`config.mk`:
```
export PLATFORM = sky130hd
export DESIGN_NAME = uart_tx_cfg
export DESIGN_NICKNAME = d
export VERILOG_FILES = /design/src/rtl/uart_pkg.sv /design/src/rtl/uart_baud_tick.sv /design/src/rtl/uart_tx_cfg.sv
export SDC_FILE = /design/constraint.sdc
export NUM_CORES = 1
export LEC_CHECK = 0
export CAP_MARGIN = 40
export CORE_UTILIZATION = 59
export DETAILED_ROUTE_END_ITERATION = 7
export HOLD_SLACK_MARGIN = 0.1
export MAX_ROUTING_LAYER = met4
export PLACE_DENSITY_LB_ADDON = 0.2
export SYNTH_ARGS = -nofsm -noshare
export SYNTH_HDL_FRONTEND = slang
export SYNTH_SLANG_ARGS = --single-unit
```
`constraint.sdc`:
```
create_clock -name i_clk -period 6.2 [get_ports i_clk]
set_clock_uncertainty 0.15 [all_clocks]
set_input_delay 1.24 -clock i_clk [delete_from_list [all_inputs] [get_ports i_clk]]
set_output_delay 1.24 -clock i_clk [all_outputs]
set_load 0.03 [all_outputs]
```
`src/rtl/uart_pkg.sv`:
```
// -----------------------------------------------------------------------------
// uart_pkg
// Shared definitions for the configurable UART transmitter:
//   - FSM state encoding (S_IDLE..S_STOP)
//   - minimum supported data length (DATA_MIN)
//   - parity mode constants (PAR_EVEN / PAR_ODD)
//   - clamp_data_bits(): maps an out-of-range data length request to the maximum
// -----------------------------------------------------------------------------
package uart_pkg;

    localparam int unsigned STATE_W  = 3;
    localparam int unsigned DATA_MIN = 5;

    localparam logic [STATE_W-1:0] S_IDLE   = 3'd0;
    localparam logic [STATE_W-1:0] S_REQ    = 3'd1;
    localparam logic [STATE_W-1:0] S_LOAD   = 3'd2;
    localparam logic [STATE_W-1:0] S_START  = 3'd3;
    localparam logic [STATE_W-1:0] S_DATA   = 3'd4;
    localparam logic [STATE_W-1:0] S_PARITY = 3'd5;
    localparam logic [STATE_W-1:0] S_STOP   = 3'd6;

    typedef enum logic {
        PAR_EVEN = 1'b0,
        PAR_ODD  = 1'b1
    } par_mode_e;

    // Requests outside DATA_MIN..max_bits fall back to max_bits.
    function automatic logic [3:0] clamp_data_bits(input logic [3:0]  req,
                                                   input int unsigned max_bits);
        if ((32'(req) < DATA_MIN) || (32'(req) > max_bits)) begin
            return 4'(max_bits);
        end
        return req;
    endfunction

endpackage

```
`src/rtl/uart_baud_tick.sv`:
```
// -----------------------------------------------------------------------------
// uart_baud_tick
// Loadable down-counter that times one serial bit.
//   i_clk, i_rst_n     clock / async active-low reset
//   i_load             load i_load_val (start of a new bit)
//   i_load_val         clocks per bit (>= 1)
//   o_bit_tick_c       high on the last clock of the current bit
//   o_pre_tick_c       high on the second-to-last clock of the current bit
// The counter parks at 1 (no wrap); the owner reloads it for every bit.
// -----------------------------------------------------------------------------
module uart_baud_tick #(
    parameter int unsigned P_DIV_W = 16
) (
    input  logic               i_clk,
    input  logic               i_rst_n,
    input  logic               i_load,
    input  logic [P_DIV_W-1:0] i_load_val,
    output logic               o_bit_tick_c,
    output logic               o_pre_tick_c
);

    logic [P_DIV_W-1:0] cnt_q, cnt_d;

    // Next count: load, else count down and hold at 1.
    always_comb begin
        cnt_d = cnt_q;
        if (i_load) begin
            cnt_d = i_load_val;
        end else if (cnt_q > P_DIV_W'(1)) begin
            cnt_d = cnt_q - P_DIV_W'(1);
        end
    end

    always_ff @(posedge i_clk or negedge i_rst_n) begin
        if (!i_rst_n) begin
            cnt_q <= '0;
        end else begin
            cnt_q <= cnt_d;
        end
    end

    assign o_bit_tick_c = (cnt_q == P_DIV_W'(1));
    assign o_pre_tick_c = (cnt_q == P_DIV_W'(2));

endmodule

```
`src/rtl/uart_tx_cfg.sv`:
```
// -----------------------------------------------------------------------------
// uart_tx_cfg
// Runtime-configurable UART transmitter. Pops one byte at a time from a TX FIFO
// (data valid the cycle after the pop strobe) and serialises it LSB-first as
// start / data / optional parity / 1-2 stop bits on o_sig.
// Optional feature macro: UART_TX_PARITY_EN (adds the parity bit; without it the
// parity ports are accepted but ignored).
// Ports:
//   i_clk, i_rst_n     clock / async active-low reset
//   i_div              clocks per bit (0 behaves as 1)
//   i_data_bits        data bits per frame, 5..P_DATA_MAX (else P_DATA_MAX)
//   i_stop2            two stop bits when set
//   i_parity_en        parity enable
//   i_parity_odd       odd parity when set, even otherwise
//   i_fifo_rd_data     FIFO read data
//   i_fifo_empty       FIFO empty flag
//   o_fifo_rd_en       one-cycle pop strobe
//   o_sig              serial line, idle high
//   o_busy             high from pop strobe to end of the last stop bit
//   o_done             pulse on the final clock of the last stop bit
// -----------------------------------------------------------------------------
module uart_tx_cfg
    import uart_pkg::*;
#(
    parameter int unsigned P_DATA_MAX = 8,
    parameter int unsigned P_DIV_W    = 16
) (
    input  logic                  i_clk,
    input  logic                  i_rst_n,
    input  logic [P_DIV_W-1:0]    i_div,
    input  logic [3:0]            i_data_bits,
    input  logic                  i_stop2,
    input  logic                  i_parity_en,
    input  logic                  i_parity_odd,
    input  logic [P_DATA_MAX-1:0] i_fifo_rd_data,
    input  logic                  i_fifo_empty,
    output logic                  o_fifo_rd_en,
    output logic                  o_sig,
    output logic                  o_busy,
    output logic                  o_done
);

    localparam int unsigned BIT_CNT_W = $clog2(P_DATA_MAX + 1);

    logic [STATE_W-1:0]    state_q, state_d;
    logic [P_DATA_MAX-1:0] shift_q, shift_d;
    logic [BIT_CNT_W-1:0]  bit_cnt_q, bit_cnt_d;
    logic [3:0]            len_q, len_d;
    logic [P_DIV_W-1:0]    div_q, div_d;
    logic                  stop_more_q, stop_more_d;
    logic                  sig_q, sig_d;
    logic                  rd_en_q, rd_en_d;
    logic                  busy_q, busy_d;
    logic                  done_q, done_d;
    logic                  par_bit;
    logic                  baud_load;
    logic                  bit_tick;
    logic                  pre_tick;
    logic                  tick_next;

`ifdef UART_TX_PARITY_EN
    logic                  par_q, par_d;
    logic                  par_en_q, par_en_d;
    par_mode_e             par_mode_q, par_mode_d;
`else
    logic                  unused_parity;
    assign unused_parity = i_parity_en ^ i_parity_odd;
`endif

    uart_baud_tick #(
        .P_DIV_W (P_DIV_W)
    ) u_baud (
        .i_clk        (i_clk),
        .i_rst_n      (i_rst_n),
        .i_load       (baud_load),
        .i_load_val   (div_d),
        .o_bit_tick_c (bit_tick),
        .o_pre_tick_c (pre_tick)
    );

    // Next-state, datapath and registered-output lookahead.
    always_comb begin
        state_d     = state_q;
        shift_d     = shift_q;
        bit_cnt_d   = bit_cnt_q;
        len_d       = len_q;
        div_d       = div_q;
        stop_more_d = stop_more_q;
        baud_load   = 1'b0;
        par_bit     = 1'b1;
        sig_d       = 1'b1;
        rd_en_d     = 1'b0;
        busy_d      = 1'b0;
        done_d      = 1'b0;
        tick_next   = 1'b0;
`ifdef UART_TX_PARITY_EN
        par_d       = par_q;
        par_en_d    = par_en_q;
        par_mode_d  = par_mode_q;
`endif

        case (state_q)
            S_IDLE: begin
                if (!i_fifo_empty) begin
                    state_d = S_REQ;
                end
            end
            S_REQ: begin
                state_d = S_LOAD;
            end
            S_LOAD: begin
                shift_d     = i_fifo_rd_data;
                div_d       = (i_div == '0) ? P_DIV_W'(1) : i_div;
                len_d       = clamp_data_bits(i_data_bits, P_DATA_MAX);
                stop_more_d = i_stop2;
                bit_cnt_d   = '0;
                baud_load   = 1'b1;
`ifdef UART_TX_PARITY_EN
                par_d       = 1'b0;
                par_en_d    = i_parity_en;
                par_mode_d  = i_parity_odd ? PAR_ODD : PAR_EVEN;
`endif
                state_d     = S_START;
            end
            S_START: begin
                if (bit_tick) begin
                    baud_load = 1'b1;
                    state_d   = S_DATA;
                end
            end
            S_DATA: begin
                if (bit_tick) begin
                    baud_load = 1'b1;
                    shift_d   = shift_q >> 1;
                    bit_cnt_d = bit_cnt_q + BIT_CNT_W'(1);
`ifdef UART_TX_PARITY_EN
                    par_d     = par_q ^ shift_q[0];
`endif
                    if (32'(bit_cnt_d) == 32'(len_q)) begin
`ifdef UART_TX_PARITY_EN
                        state_d = par_en_q ? S_PARITY : S_STOP;
`else
                        state_d = S_STOP;
`endif
                    end
                end
            end
            S_PARITY: begin
                if (bit_tick) begin
                    baud_load = 1'b1;
                    state_d   = S_STOP;
                end
            end
            S_STOP: begin
                if (bit_tick) begin
                    if (stop_more_q) begin
                        stop_more_d = 1'b0;
                        baud_load   = 1'b1;
                    end else begin
                        state_d = S_IDLE;
                    end
                end
            end
            default: begin
                state_d = S_IDLE;
            end
        endcase

`ifdef UART_TX_PARITY_EN
        par_bit = par_d ^ (par_mode_d == PAR_ODD);
`endif

        // Line level for the coming cycle follows the coming state.
        case (state_d)
            S_START:  sig_d = 1'b0;
            S_DATA:   sig_d = shift_d[0];
            S_PARITY: sig_d = par_bit;
            default:  sig_d = 1'b1;
        endcase

        // Is the coming cycle the last clock of its bit?
        tick_next = baud_load ? (div_d == P_DIV_W'(1)) : (bit_tick || pre_tick);

        rd_en_d = (state_d == S_REQ);
        busy_d  = (state_d != S_IDLE);
        done_d  = (state_d == S_STOP) && !stop_more_d && tick_next;
    end

    always_ff @(posedge i_clk or negedge i_rst_n) begin
        if (!i_rst_n) begin
            state_q     <= S_IDLE;
            shift_q     <= '0;
            bit_cnt_q   <= '0;
            len_q       <= '0;
            div_q       <= '0;
            stop_more_q <= 1'b0;
            sig_q       <= 1'b1;
            rd_en_q     <= 1'b0;
            busy_q      <= 1'b0;
            done_q      <= 1'b0;
`ifdef UART_TX_PARITY_EN
            par_q       <= 1'b0;
            par_en_q    <= 1'b0;
            par_mode_q  <= PAR_EVEN;
`endif
        end else begin
            state_q     <= state_d;
            shift_q     <= shift_d;
            bit_cnt_q   <= bit_cnt_d;
            len_q       <= len_d;
            div_q       <= div_d;
            stop_more_q <= stop_more_d;
            sig_q       <= sig_d;
            rd_en_q     <= rd_en_d;
            busy_q      <= busy_d;
            done_q      <= done_d;
`ifdef UART_TX_PARITY_EN
            par_q       <= par_d;
            par_en_q    <= par_en_d;
            par_mode_q  <= par_mode_d;
`endif
        end
    end

    assign o_sig        = sig_q;
    assign o_fifo_rd_en = rd_en_q;
    assign o_busy       = busy_q;
    assign o_done       = done_q;

endmodule

```
==> results.py, run 1 <==
metrics = {
    "status": {
        "status": "complete, no violations",
    },
    "die": {
        "coreArea_sq_mm": 0.00450,
        "die_y_um": 71.6,
        "die_x_um": 71.6,
        "die-area_sq_mm": 0.00513,
        "placementRows": 24,
        "initial_core_util": 0.635,
        "ios": 38,
    },
    "cts": {
        "cts_resized": 0,
        "cts_tree": "done",
        "cts_hold_buffers": 0,
        "cts_setup_buffers": 0,
        "clk_latency_ns": 0.30,
        "root_buffer": "clkbuf_8",
        "clk_path_buf_depth": 2,
        "path_clk_slew_ns": 0.10,
        "cts.htree.levels": 2,
        "cts_sinks": 56,
        "numCtsBuffers": 5,
    },
    "timing": {
        "worst_slew_margin_rel": 0.448,
        "setup_viol": 0,
        "setup_slack_ns": 3.08,
        "worst_slew_pin_slew_ns": 0.829,
        "period_needed_ns": 3.12,
        "finalCritPeriodShare": 0.503,
        "timing_hold_violations_final": 0,
        "timing.fmax_mhz": 321,
        "tns_ns": 0,
        "rsz0062_at_grt": "false",
        "slew_viol_final": 0,
    },
    "worst_setup_path": {
        "cp_max_fo": 31,
        "reg2reg_slack_ns": 3.08,
        "crit_chain": "inv_1, ha_1, or3b_2, or4_1, a31oi_1, nand2b_1, buf_4, nor4b_1, a2bb2oi_1",
        "cp_data_arrival_time_ns": 3.20,
        "end_kind": "flip-flop",
        "critPathKind": "flip-flop to flip-flop",
        "critical_path.slowest_cell": "or4_1",
        "worst-r2r-cell-count": 9,
        "slowest_delay_ns": 0.58,
        "start_kind": "flip-flop",
        "worst_ep_required_time_ns": 6.28,
    },
    "min_path": {
        "worstHoldPathCells": 2,
        "min_path_type": "flip-flop to flip-flop",
    },
    "pwr": {
        "powerDensity_mw_per_mm2": 248,
        "vdd_drop_max_mv": 0.170,
        "totalPowerFinal_w": 0.000823,
        "p_leak_nw": 1.39,
    },
    "drt": {
        "drt-met1-wl_mm": 2.86,
        "drtIter0Drc": 321,
        "ant_nets": 0,
        "wl_met2_mm": 2.77,
        "dr.pass1.iters": 5,
        "routed.top_layer": "met4",
        "viasPerCell": 5.94,
        "met3_length_um": 294,
        "wl_mm": 5.95,
        "drcViolationCount": 0,
        "num_vias": 2358,
        "wire_per_inst_um": 15.0,
    },
    "synthesis": {
        "syn_area_sq_mm": 0.00286,
        "synth_top_area_share": 0.481,
        "synth.distinct_cells": 47,
        "ys_top_cells_by_area": "dfrtp_1, nand2_1, xnor2_1, o31ai_1, nor2_1",
        "synth_top_area_cell": "dfrtp_1",
        "synth_edf_count": 0,
        "synth_fp_nets": 351,
        "seq_area_frac_synth": 0.491,
        "synth_warnings": 0,
        "async_flop_share": 1.00,
        "yosys-top-cells-count": "nand2_1, dfrtp_1, nor2_1",
        "synth_most_common_cell": "nand2_1",
        "synth-seq-cells": 56,
        "syn_area_per_cell_sq_um": 9.13,
        "synthCells": 313,
        "synth-main-ff-cell": "dfrtp_1",
    },
    "placement": {
        "place_area_sq_mm": 0.00323,
        "place_worst_setup_slack_ns": 2.86,
        "dp.final_hpwl_mm": 4.06,
        "place_congestion": 0.926,
        "port_buffers": 35,
    },
    "layout": {
        "antenna_cells": 0,
        "finalNetCount": 382,
        "layout-drive-gt1-share": 0.0609,
        "fill_cells": 359,
        "fin_area_sq_mm": 0.00332,
        "final_core_util": 0.738,
        "area_growth_pct": 16.2,
    },
    "grt": {
        "grt.total_usage": 0.265,
        "antenna_found_initial": 0,
        "grt_max_degree": 57,
        "grt_remaining_overflow": 0,
        "grt_first_pass_wirelength_mm": 10.2,
        "grt_pass1_vias": 2230,
    },
    "flow_run": {
        "drv_cap": 0,
    },
}
## final cells by class
| cell class | instances | area, sq um | share of cell area |
|---|---|---|---|
| inverter | 7 | 26.3 | 0.00791 |
| timing repair buffer | 38 | 368 | 0.111 |
| tap | 52 | 65.1 | 0.0196 |
| clock buffer | 8 | 90.1 | 0.0271 |
| multi-input combinational | 236 | 1370 | 0.413 |
| sequential | 56 | 1400 | 0.422 |
## layout by cell type, fill, tap and decap left out, drive strengths merged, types with 7 or more instances in the layout
| cell | count |
|---|---|
| nor4 | 9 |
| o21ai | 11 |
| clkbuf | 8 |
| clkdlybuf4s50 | 34 |
| nor3 | 7 |
| o31ai | 11 |
| xnor2 | 14 |
| nand2 | 83 |
| nor2 | 20 |
| dfrtp | 55 |
| inv | 7 |
## layer usage
| metal | GRT usage | vias up |
|---|---|---|
| met2 | 0.393 | 74 |
| met3 | 0.0436 | 2 |
| met1 | 0.383 | 1137 |
| met5 | - | - |
| met4 | 0.0719 | 0 |
| li1 | - | 1145 |
## logic make-up after synthesis
group / after synthesis / synth area share
adder cells (fa/ha/maj): 4 / 0.0175
XOR/XNOR: 20 / 0.0613
multiplexers: 7 / 0.0258
AO/OA/AOI/OAI: 54 / 0.130
flip-flops: 56 / 0.491
AND/OR/NAND/NOR: 151 / 0.246
buffers and inverters: 21 / 0.0298
## flip-flops by register name (all words and copies together) (netlist names)
| name | cells |
|---|---|
| bit_cnt_q | 4 |
| state_q | 3 |
| div_q | 16 |
| o_fifo_rd_en | 1 |
| u_baud.cnt_q | 16 |
| o_done | 1 |
| o_busy | 1 |
| o_sig | 1 |
| len_q | 4 |
| stop_more_q | 1 |
| shift_q | 8 |
## power by group
part	switching [W]	total, W	leakage, nW	internal (W)
combinational	0.0000743	0.000160	0.687	0.0000859
clock	0.000112	0.000203	0.0455	0.0000914
sequential	0.0000460	0.000460	0.662	0.000414
total	0.000232	0.000823	1.39	0.000591
## path summary, 6_finish.rpt
check                                     start         end
worst min-delay path                 shift_q[4]  shift_q[4]
worst max register to register  u_baud.cnt_q[1]      o_done
worst min register to register       shift_q[4]  shift_q[4]
min in group asynchronous               i_rst_n      o_busy
max in group asynchronous               i_rst_n    div_q[2]
worst max-delay path            u_baud.cnt_q[1]      o_done
## worst max-delay path, delay by kind of cell (launching register included)
family | cells | cell delay (ns)
buffers and inverters | 2 | 0.43
AND/OR/NAND/NOR | 4 | 1.45
flip-flops | 1 | 0.42
AO/OA/AOI/OAI | 2 | 0.37
adder cells (fa/ha/maj) | 1 | 0.23
## stage by stage
step	cells	hold slack, ns
2_1_floorplan	313	0.296
3_3_place_gp	389	0.308
3_5_place_dp	389	0.319
4_1_cts	397	0.342
5_1_grt	397	0.365
6_report	397	0.342
No activity file was read; power rests on OpenSTA's default activity.
==> run 2: changes to the inputs <==
--- a/config.mk
+++ b/config.mk
@@ -6,7 +6,7 @@
 export NUM_CORES = 1
 export LEC_CHECK = 0
 export CAP_MARGIN = 40
-export CORE_UTILIZATION = 59
+export CORE_UTILIZATION = 55
 export DETAILED_ROUTE_END_ITERATION = 7
 export HOLD_SLACK_MARGIN = 0.1
 export MAX_ROUTING_LAYER = met4
==> constraint.sdc (replaced) <==
create_clock -name i_clk -period 2.9 [get_ports i_clk]
set_clock_uncertainty 0.15 [all_clocks]
set_input_delay 0.58 -clock i_clk [delete_from_list [all_inputs] [get_ports i_clk]]
set_output_delay 0.58 -clock i_clk [all_outputs]
set_load 0.03 [all_outputs]
==> results.py, run 2 (synthesized netlist as in run 1, its figures left out) <==
metrics = {
    "status": {
        "status": "complete, no violations",
    },
    "layout": {
        "antenna_cells": 0,
        "fin_area_sq_mm": 0.00348,
        "reg_top3": "div_q x16, u_baud.cnt_q x16, shift_q x8",
        "final_core_util": 0.719,
        "final_cell_mix": "nand2_1, dfrtp_1, clkdlybuf4s50_1, nor2_1, buf_4",
        "finalNetCount": 396,
        "area_growth_pct": 21.9,
        "layout-drive-gt1-share": 0.106,
        "final_common_cell": "nand2_1",
    },
    "flow_run": {
        "drv_cap": 0,
    },
    "min_path": {
        "min_path_type": "primary input to async pin",
    },
    "drt": {
        "wl_mm": 6.25,
        "drtIter0Drc": 215,
        "viasPerCell": 5.62,
        "drcViolationCount": 0,
        "ant_nets": 0,
        "num_vias": 2394,
        "dr.pass1.iters": 4,
        "wire_per_inst_um": 14.7,
    },
    "grt": {
        "grt_pass1_vias": 2349,
        "grt_remaining_overflow": 0,
        "grt.total_usage": 0.269,
        "antenna_found_initial": 0,
        "grt_first_pass_wirelength_mm": 10.8,
        "grt_max_degree": 57,
    },
    "cts": {
        "root_buffer": "clkbuf_8",
        "cts.htree.levels": 2,
        "clk_latency_ns": 0.31,
        "numCtsBuffers": 5,
        "cts_setup_buffers": 0,
        "path_clk_slew_ns": 0.10,
        "cts_hold_buffers": 0,
        "cts_tree": "done",
        "cts_sinks": 56,
        "clk_path_buf_depth": 2,
    },
    "pwr": {
        "seqPwrFrac": 0.524,
        "vdd_drop_max_mv": 0.287,
        "powerDensity_mw_per_mm2": 537,
        "p_leak_nw": 1.48,
        "totalPowerFinal_w": 0.00187,
        "internal_power_w": 0.00135,
        "p_comb_frac": 0.203,
        "clockPowerShare": 0.273,
        "p_sw_frac": 0.280,
        "switchingPower_w": 0.000525,
    },
    "worst_setup_path": {
        "end_kind": "flip-flop",
        "start_kind": "flip-flop",
        "worst_ep_required_time_ns": 2.96,
        "critical_path.slowest_cell": "or3b_2",
        "slowest_delay_ns": 0.49,
        "cp_num_buf_inv": 2,
        "crit_start": "u_baud.cnt_q[1]",
        "crit_chain": "inv_1, ha_1, or3b_2, or4_4, a31oi_1, nand2b_1, buf_12, mux2_2",
        "cp_max_fo": 21,
        "r2r-start": "u_baud.cnt_q[1]",
        "critPathKind": "flip-flop to flip-flop",
        "cp_data_arrival_time_ns": 2.85,
        "crit_family": "simple AND/OR/NAND/NOR gates",
    },
    "timing": {
        "slew_viol_final": 0,
        "worst_slew_margin_rel": 0.544,
        "hold_slack_ns": 0.232,
        "tns_ns": 0,
        "finalCritPeriodShare": 0.964,
        "setup_viol": 0,
        "timing_hold_violations_final": 0,
        "period_needed_ns": 2.80,
        "rsz0062_at_grt": "false",
        "worst_slew_pin_slew_ns": 0.684,
        "timing.fmax_mhz": 358,
    },
    "placement": {
        "port_buffers": 35,
        "place_congestion": 0.875,
        "place_area_sq_mm": 0.00337,
        "dp.final_hpwl_mm": 4.41,
    },
    "die": {
        "die_y_um": 74.1,
        "coreArea_sq_mm": 0.00485,
        "initial_core_util": 0.590,
        "placementRows": 25,
        "ios": 38,
        "die_x_um": 74.1,
        "die-area_sq_mm": 0.00549,
    },
}
## run 2: final timing paths
check                             endpoint  slack [ns]  cells after the start
setup / recovery           u_baud.cnt_q[4]        0.10                      8
hold / removal                  state_q[1]        0.23                      2
setup reg to reg           u_baud.cnt_q[4]        0.10                      8
hold reg to reg                 shift_q[1]        0.34                      2
max in group asynchronous         div_q[5]        1.91                      2
min in group i_clk              shift_q[1]        0.34                      2
## run 2: power by group through the flow
stage	registers (W)	clock network, W	logic, W
after floorplan	0.000975	0	0.000236
after global placement	0.000986	0	0.000366
after detailed placement	0.000992	0	0.000376
after CTS	0.000979	0.000519	0.000381
after global routing	0.000995	0.000546	0.000433
final	0.000981	0.000511	0.000380
## run 2: per-stage QoR
stage | setup slack (ns) | std cells
after detailed placement | 0.109 | 418
final | 0.104 | 426
after global placement | 0.140 | 418
after floorplan | 0.185 | 313
after global routing | 0.00971 | 426
after CTS | 0.0597 | 426
## run 2: layout make-up
type	count	area (sq um)
Multi-Input combinational cell	236	1380
Clock buffer	5	68.8
Sequential cell	56	1400
Tap cell	67	83.8
Fill cell	384	1360
Clock inverter	3	42.5
Inverter	7	26.3
Timing Repair Buffer	52	485
## run 2: timing repair
item	CTS	global route
endpoints found under the setup margin	0	6
resized for setup	0	1
endpoints found under the hold margin	0	0
## run 2: metal layers
metal  GRT usage  share of wire  vias up
li1            -              -     1179
met1       0.377           0.47     1135
met2       0.417           0.47       76
met3      0.0285          0.057        4
met4      0.0769         0.0080        0
met5           -              0        -
==> variant (settings of run 2) <==
The option `UART_TX_PARITY_EN` is turned on by a define.
--- a/src/rtl/uart_tx_cfg.sv
+++ b/src/rtl/uart_tx_cfg.sv
@@ -19,6 +19,8 @@
 //   o_busy             high from pop strobe to end of the last stop bit
 //   o_done             pulse on the final clock of the last stop bit
 // -----------------------------------------------------------------------------
+`define UART_TX_PARITY_EN
+
 module uart_tx_cfg
     import uart_pkg::*;
 #(
Function: changed (Yosys sat finds a counterexample within 10 cycles, from zero or initial values and one cycle with i_rst_n low).
==> variant against run 2 <==
Setup slack gained 0.18 ns. Worst hold slack lost 0.13 ns. Combinational power grew 36%. Die area grew 7.1%. Cell area grew 8.5%. First-iteration DRC count grew 4.7%. Sequential cell count grew 3. Power grew 37%. Area after synthesis grew 7.3%. Routed wire length grew 8.0%.
==> variant: results <==
set metrics [dict create \
    run_status "finished, final reports clean" \
    finalWeightedCongestion 0.853 \
    syn_inst 317 \
    final_layout_size_suffix_gt1_share_pct 11.9 \
    synth.net_count 355 \
    vias 2507 \
    io_buffers 37 \
    synth-seq-area-share_pct 48.2 \
    route.final.wire_length_mm 6.75 \
    crit_fanout 18 \
    total_placed_cells_including_tap_cells 423 \
    fillCellCount 396 \
    critPathRequiredTime_ns 3.00 \
    dpl_cell_area_um2 3540 \
    drt_pass1_iterations 5 \
    static-leakage-power_nw 1.75 \
    endpoint "o_done$_DFF_PN0_" \
    netlist_top_cells_area "dfrtp_1 (47%), nand2_1 (6.6%), xnor2_1 (3.7%), mux2i_1 (3.6%), inv_1 (2.6%)" \
    clkTransAtPathRegs_ns 0.07 \
    cts_buffers 9 \
    ys_types 54 \
    maximum_number_of_pins_on_one_net_before_global_route_repair 31 \
    final_nets 402 \
    dr.first_iter.drc_count 225 \
    worst_ir_drop_vdd_v 0.000484 \
    worst_pin_slew_ns 0.780 \
]
==> variant: cells by family (layout without fill, tap and decap cells) <==
kind of cell / count (synthesis) / in the layout / share of synthesized area (%)
AOI/OAI and AO/OA: 62 / 62 / 14.0
xor gates and xnor gates: 18 / 18 / 5.14
adders and majority gates: 4 / 4 / 1.63
buffers and inverters: 35 / 87 / 5.22
DFF: 59 / 59 / 48.2
muxes: 15 / 15 / 5.06
and+or+nand+nor: 124 / 124 / 20.8
==> variant: repair_timing <==
item	CTS	global route
endpoints found under the setup margin	0	1
endpoints found under the hold margin	0	0
gates resized for setup	0	1
==> variant: area by class of cell <==
type	instances	share of cell area, %
clock inverters	3	1.82
well taps	70	2.32
repair buffers	50	12.2
multi-input cells	223	38.0
flip-flops and latches	59	39.1
clock buffers	13	4.47
inverters	21	2.08
==> variant: worst max-delay path, cell delays in order, from the launching register on <==
cell	delay, ns
dfrtp_1	0.41
inv_1	0.10
ha_1	0.23
nor4b_2	0.18
and4_1	0.31
nand3_1	0.14
a21oi_2	0.08
a21oi_2	0.58
a31oi_1	0.12
nor4_2	0.23
==> variant: through the flow <==
step	hold slack [ns]	total power, mW	utilization (%)	worst slack, ns
2_1_floorplan	0.134	1.48	-	0.521
4_1_cts	0.131	2.56	72.1	0.202
3_3_place_gp	0.309	1.65	67.5	0.355
3_5_place_dp	0.314	1.69	67.5	0.236
6_report	0.107	2.57	72.2	0.284
5_1_grt	0.168	2.69	72.2	0.103
==> variant: metal layers <==
layer | up-vias | part of all wire (%) | track usage, %
li1 | 1211 | - | -
met1 | 1192 | 47 | 36.5
met2 | 88 | 45 | 37.7
met3 | 16 | 6.1 | 4.64
met4 | 0 | 2.6 | 13.8
met5 | - | 0 | -
==> variant: where the power goes <==
part,switching [mW],internal (mW),total [mW],leakage [nW]
clock network,0.325,0.556,0.881,0.120
logic,0.260,0.257,0.517,0.927
registers,0.177,0.989,1.17,0.701
total,0.763,1.80,2.57,1.75
==> variant: worst min path at each step <==
| stage | startpoint | endpoint |
|---|---|---|
| after floorplan | i_rst_n | bit_cnt_q[0]$_DFFE_PN0P_ |
| after global placement | shift_q[2]$_DFFE_PN0P_ | shift_q[2]$_DFFE_PN0P_ |
| after detailed placement | shift_q[2]$_DFFE_PN0P_ | shift_q[2]$_DFFE_PN0P_ |
| after CTS | i_rst_n | div_q[0]$_DFF_PN0_ |
| after global routing | i_rst_n | div_q[7]$_DFF_PN0_ |
| final | i_rst_n | div_q[7]$_DFF_PN0_ |
